==> src/rtl/keypad_scanner.sv <==
// 4x4 active-low matrix keypad scanner: column drive, row synchroniser,
// per-scan single/multi/none classification, scan-level debounce and press FSM.
module keypad_scanner #(
  parameter int unsigned SCAN_TOP       = 100000 - 1,
  parameter int unsigned DEBOUNCE_SCANS = 4
) (
  input  logic       clk,
  input  logic       rst_btn,
  input  logic [3:0] rows,
  output logic [3:0] cols,
  output logic [3:0] key,
  output logic       key_valid,
  output logic       key_held
);

  localparam int unsigned DIV_W = (SCAN_TOP < 1) ? 1 : $clog2(SCAN_TOP + 1);
  localparam logic [DIV_W-1:0] DIV_TOP = DIV_W'(SCAN_TOP);
  localparam logic [3:0]       DEB_TOP = 4'(DEBOUNCE_SCANS);

  typedef enum logic [1:0] {RES_NONE, RES_SINGLE, RES_MULTI} res_kind_t;
  typedef enum logic {IDLE, PRESSED} state_t;

  logic [DIV_W-1:0] div;
  logic [1:0]       col;
  logic [3:0]       rows_meta, rows_sync;
  res_kind_t        acc_kind, nxt_kind, prev_kind;
  logic [3:0]       acc_code, nxt_code, res_code, prev_code;
  logic [3:0]       stable_cnt;
  logic             scan_done;
  state_t           state;

  logic [3:0] low;
  logic [2:0] n_low;
  logic [1:0] row_idx;
  logic       tick, stable;

  assign tick   = (div == DIV_TOP);
  assign cols   = ~(4'b0001 << col);
  assign stable = (stable_cnt == DEB_TOP);

  // Merge the current column's sample into the running scan result.
  always_comb begin
    low     = ~rows_sync;
    n_low   = '0;
    row_idx = '0;
    for (int unsigned r = 0; r < 4; r++) begin
      if (low[r]) begin
        n_low   = n_low + 3'd1;
        row_idx = 2'(r);
      end
    end
    nxt_kind = acc_kind;
    nxt_code = acc_code;
    if (n_low > 3'd1) begin
      nxt_kind = RES_MULTI;
    end else if (n_low == 3'd1) begin
      if (acc_kind == RES_NONE) begin
        nxt_kind = RES_SINGLE;
        nxt_code = {row_idx, col};
      end else begin
        nxt_kind = RES_MULTI;
      end
    end
    // Code is only meaningful for SINGLE; zero it so NONE/MULTI compare equal scan to scan.
    res_code = (nxt_kind == RES_SINGLE) ? nxt_code : '0;
  end

  always_ff @(posedge clk or negedge rst_btn) begin
    if (!rst_btn) begin
      rows_meta <= '1;
      rows_sync <= '1;
    end else begin
      rows_meta <= rows;
      rows_sync <= rows_meta;
    end
  end

  always_ff @(posedge clk or negedge rst_btn) begin
    if (!rst_btn) begin
      div        <= '0;
      col        <= '0;
      acc_kind   <= RES_NONE;
      acc_code   <= '0;
      prev_kind  <= RES_NONE;
      prev_code  <= '0;
      stable_cnt <= '0;
      scan_done  <= 1'b0;
    end else begin
      scan_done <= tick && (col == 2'd3);
      if (tick) begin
        div <= '0;
        col <= col + 2'd1;
        if (col == 2'd3) begin
          acc_kind <= RES_NONE;
          acc_code <= '0;
          if (nxt_kind == prev_kind && res_code == prev_code) begin
            if (stable_cnt != DEB_TOP) stable_cnt <= stable_cnt + 4'd1;
          end else begin
            stable_cnt <= 4'd1;
            prev_kind  <= nxt_kind;
            prev_code  <= res_code;
          end
        end else begin
          acc_kind <= nxt_kind;
          acc_code <= nxt_code;
        end
      end else begin
        div <= div + 1'b1;
      end
    end
  end

  always_ff @(posedge clk or negedge rst_btn) begin
    if (!rst_btn) begin
      state     <= IDLE;
      key       <= '0;
      key_valid <= 1'b0;
      key_held  <= 1'b0;
    end else begin
      key_valid <= 1'b0;
      if (scan_done) begin
        case (state)
          IDLE: begin
            if (stable && prev_kind == RES_SINGLE) begin
              state     <= PRESSED;
              key       <= prev_code;
              key_valid <= 1'b1;
              key_held  <= 1'b1;
            end
          end
          PRESSED: begin
            if (stable && prev_kind == RES_NONE) begin
              state    <= IDLE;
              key_held <= 1'b0;
            end
          end
          default: state <= IDLE;
        endcase
      end
    end
  end

endmodule

==> config.mk <==
export PLATFORM = sky130hd
export DESIGN_NAME = keypad_scanner
export DESIGN_NICKNAME = d
export VERILOG_FILES = /design/src/rtl/keypad_scanner.sv
export SDC_FILE = /design/constraint.sdc
export NUM_CORES = 1
export LEC_CHECK = 0
export BUFFER_PORTS_ARGS = -buffer_cell sky130_fd_sc_hd__buf_2
export CORE_AREA = 2 2 103 85
export DETAILED_ROUTE_END_ITERATION = 7
export DIE_AREA = 0 0 105 87
export HOLD_SLACK_MARGIN = 0.08
export RECOVER_POWER = 100
export SETUP_SLACK_MARGIN = 0.5
export SLEW_MARGIN = 5
export SYNTH_ARGS = -nofsm -noshare
export SYNTH_HDL_FRONTEND = slang
export SYNTH_SLANG_ARGS = --single-unit
==> constraint.sdc <==
create_clock -name clk -period 4.35 [get_ports clk]
set_input_delay 0.87 -clock clk [delete_from_list [all_inputs] [get_ports clk]]
set_output_delay 0.87 -clock clk [all_outputs]
set_load 0.05 [all_outputs]
== Word level (Yosys, flattened, before mapping) ==
Index checks and enable logic that the tools add are counted.

* Add/subtract/negate cells: 6
* Order comparisons: 1
* Equal/unequal tests: 12
* Shift-type cells: 1
* Mux-type cells: 27
* Bitwise operators: 4
* Reduce and logical (&&, ||, !) cells: 10

{| class="wikitable"
|+ Operators by type and width
! cell !! count
|-
| $mux W4 || 7
|-
| $add A17 B1 Y17 const B || 1
|-
| $eq A17 B17 Y1 const B || 1
|-
| $mux W17 || 1
|-
| $mux W2 || 6
|-
| $reduce_and A3 Y1 || 4
|-
| $add A3 B1 Y3 const B || 3
|-
| $mux W3 || 3
|-
| $mux W1 || 8
|-
| $not A4 Y4 || 2
|-
| $add A4 B1 Y4 const B || 1
|-
| $eq A2 B1 Y1 const B || 2
|-
| $eq A4 B3 Y1 const B || 1
|-
| $eq A4 B4 Y1 || 1
|-
| $logic_and A1 B1 Y1 || 4
|-
| $logic_not A2 Y1 || 2
|-
| $ne A2 B1 Y1 const B || 2
|-
| $ne A4 B3 Y1 const B || 1
|-
| $pmux W1 S2 || 2
|-
| $shl A1 B2 Y4 const A || 1
|-
| $eq A3 B1 Y1 const B || 1
|-
| $gt A3 B1 Y1 const B || 1
|-
| $add A2 B1 Y2 const B || 1
|-
| $eq A2 B2 Y1 || 1
|-
| other kinds (3) || 4
|}

* Flip-flop bits (word level): 51
* Bits of input ports: 6

== Depth between registers and ports, before layout ==
* Depth after elaboration: 17
* Mapped depth: 14
* Depth with buffers taken out: 13

== Worst setup path after synthesis ==
Ideal clock, no wire load.

* Path type: register -> register
* From: register rows_sync[1]
* To: register prev_code[1]
* Setup time: 0.080 ns
* Arrival: 3.272 ns
* Required time: 4.270 ns
* Slack: 0.997 ns
* Cell stages (with the launch flop): 15
* Path buffers: 2
* Clock period less this slack: 3.353 ns
* Cell sequence: dfstp_2 -> inv_1 -> ha_1 -> buf_4 -> xnor2_4 -> ha_1 -> and4bb_4 -> nor4_2 -> a21oi_2 -> a21oi_2 -> o2111a_1 -> or4_1 -> buf_2 -> nand2_1 -> mux2i_1

* Cells in the longest elaborated chain, start to end: 15
* Elaborated cells on any way between the ends: 23
* Classes of those cells: add/sub: 2; order compare: 1; eq/ne: 4; mux: 12; bitwise: 2; reduce/logical: 2

{| class="wikitable"
|+ Ends and longest elaborated chain
! what !! line !! RTL
|-
| from (decl) || 25 || <nowiki>logic [3:0] rows_meta, rows_sync;</nowiki>
|-
| from (signal assigned) || 74 || <nowiki>rows_sync <= rows_meta;</nowiki>
|-
| $not A4 Y4 (*) || 43 || <nowiki>low = ~rows_sync;</nowiki>
|-
| parallel branches: the longest is 14 deep, another holds $add A3 B1 Y3 || - ||
|-
| to (signal assigned) || 101 || <nowiki>prev_code <= res_code;</nowiki>
|-
| to (decl) || 27 || <nowiki>logic [3:0] acc_code, nxt_code, res_code, prev_code;</nowiki>
|}

Every way passes the cells marked *.
A chain may end at the register's enable or synchronous reset.

== Final worst setup path ==
Ends and elaborated chain as after synthesis.

==> metrics.cfg <==
[floorplan]
core_sq_um = 8180
pin_count = 16
die-height_um = 87
rows = 30
initial_core_util = 0.337
die-area_sq_um = 9140
die_x_um = 105

[place]
gp_congestion = 0.839
dp.cells = 401
placed_cell_area_sq_um = 2930
place_hpwl_um = 3800
preCtsSetupSlack_ns = 0.605
io_buffer_count = 15

[synthesis]
ys_warn_count = 0
async_reset_ff_frac = 1.00
synthesis.nets = 298
yosys.area.top_type_share = 0.390
ys.flop_type = dfrtp_1
syn_area_sq_um = 2760
synth_cell_type_count = 49
synth_edf_count = 0
yosys.area.top_type = dfrtp_1
netlist_instances = 282
synth_seq_cells = 51
syn_area_per_cell_sq_um = 9.78
ys_seq_area_frac = 0.466
synth_area_leaders = dfrtp_1 (39%), dfstp_2 (7.6%), ha_1 (4.5%), nand2_1 (4.1%), nor2_1 (3.9%)

[clocking]
htree_levels = 2
cts.clk_slew.worst_paths_ns = 0.10
numCtsBuffers = 5
cts_tree = done
cts.sinks = 51
root_buffer = clkbuf_8
clockBufferDepth = 2
clk_latency_ns = 0.30
ctsHoldBuffers = 0

[final_layout]
finalNetCount = 314
diodes = 0
layout_common_cells = dfrtp_1 (43), nand2_1 (30), nor2_1 (29), nor3_1 (18), a21oi_1 (17)
stdcell_count = 411
final_area_sq_um = 3020
layout_commonest_cell = dfrtp_1
areaGrowthSynthToFinish_pct = 9.66
layout-drive-gt1-share = 0.117

[setup_path]
ff2ff_path_depth = 12
critPathKind = flop to flop
cp_max_fo = 11
ff2ff_setup_slack_ns = 0.62
crit_arrival_ns = 3.96
r2r_end = prev_code[1]
crit_path_end_kind = flop
r2r-start = rows_sync[1]
critPathCapture = prev_code[1]
startpoint = rows_sync[1]
worstPathRequired_ns = 4.58
worst_setup_path_start_kind = flop

[sta]
maxSlewHeadroom = -0.418
fin_ws_ns = 0.622
drv_slew = 41
finalSetupTns_ns = 0
fin_crit_sh = 0.857
worst_pin_slew_ns = 2.13
fin_worst_skew_ns = 0.0148
clock.fmax_mhz = 268
finalCriticalPeriod_ns = 3.73
setup_viol = 0
final-hold-violation-count = 0
rsz0062_at_grt = no

[pwr]
ir_drop_uv = 163
p_leak_nw = 1.31
powerDensity_nw_per_um2 = 290
p_total_mw = 0.876

[global_routing]
grt_pass1_wl_um = 9180
grt_max_degree = 41
track_usage = 0.124
antenna_found_initial = 0
grt-ovfl-total = 0
grt_pass1_vias = 1921

[routing]
wirelength_um = 5240
vias = 2002
drtIter0Drc = 81
first_pass_iters = 4
antenna_left = 0
drc = 0
wl_per_cell_um = 12.7
vias_per_cell = 4.87

[flow_run]
maxCapViolCount = 1

[status]
status = finished, violations left
violations = max-capacitance violations, max-slew violations

[hold_path]
hp-class = flop to flop

[metal layers]
metal / GRT usage / routed length [um] / vias to the layer above
li1: - / - / 1013
met1: 0.173 / 2690 / 966
met3: 0.0247 / 123 / 4
met5: 0 / 0 / -
met4: 0.0315 / 44 / 0
met2: 0.200 / 2380 / 19
[worst min-delay path by stage]
stage / depth (start not counted) / from / end / slack (ns)
floorplan: 0 / rows_meta[0] / rows_sync[0] / 0.35
global placement: 0 / rows_meta[2] / rows_sync[2] / 0.35
detailed placement: 0 / rows_meta[1] / rows_sync[1] / 0.35
CTS: 0 / rows_meta[1] / rows_sync[1] / 0.36
global route: 0 / rows_meta[2] / rows_sync[2] / 0.37
finish: 0 / rows_meta[3] / rows_sync[3] / 0.36
[critical path: stages, from the launching register on]
cell	delay [ns]
dfstp_1	0.55
inv_1	0.07
ha_1	0.56
xnor2_4	0.16
ha_1	0.23
and4bb_4	0.35
nor4_2	0.05
a21oi_1	0.31
a21oi_1	0.17
o2111a_1	0.28
or4_4	0.58
nand2_1	0.18
mux2i_1	0.19
[final cells by class]
class	count	area (sq um)
Clock buffer	8	100
Tap cell	112	140
Fill cell	860	5160
Multi-Input combinational cell	206	1360
Sequential cell	51	1290
Timing Repair Buffer	19	83.8
Inverter	15	56.3
[flip-flops by register name (all words and copies together), names as in the netlist, 4 cells and up]
name,cells
rows_sync,4
rows_meta,4
stable_cnt,4
div,17
prev_code,4
acc_code,4
key,4
[logic make-up (layout without fill, tap and decap cells)]
family                   count (synthesis)  count (layout)  synth area share
AND/OR/NAND/NOR                        119             119             0.217
flip-flops                              51              51             0.466
AO/OA/AOI/OAI                           48              48             0.118
buffers and inverters                   25              42            0.0399
XOR/XNOR                                20              20            0.0785
adder cells (fa/ha/maj)                 10              10            0.0454
multiplexers                             9               9            0.0349
[report_power, final]
group | internal, mW | leakage [nW] | total [mW] | switching, mW
sequential | 0.480 | 0.670 | 0.486 | 0.00600
combinational | 0.0402 | 0.586 | 0.0969 | 0.0567
clock | 0.145 | 0.0515 | 0.292 | 0.147
total | 0.666 | 1.31 | 0.876 | 0.210
[cells in the mapped netlist (3+ instances only)]
library cell and number:
xor2_1 7, dfrtp_1 43, a21o_1 3, nand4_1 6, a22o_1 8, nand2_1 30, a21oi_2 3, a21oi_1 15
mux2i_1 4, xnor2_1 10, nor3_1 18, inv_1 15, mux2_2 5, dfstp_2 8, and2_1 3, nor2_1 29
ha_1 10, nand3_1 11, and3_1 4, nor4b_1 3, clkbuf_1 4, o21ai_0 8, buf_2 4
[stage by stage]
step	hold slack, ns	utilization
floorplan	0.345	-
global placement	0.348	0.359
detailed placement	0.347	0.359
CTS	0.360	0.371
global route	0.366	0.370
finish	0.361	0.370
[what timing repair did]
item                       4_1_cts  5_1_grt
setup endpoints to repair        0        8
gates resized for setup          0        3
hold endpoints to repair         0        0
setup buffers                    0        2
Note: power is estimated with default switching activity, not from simulation.
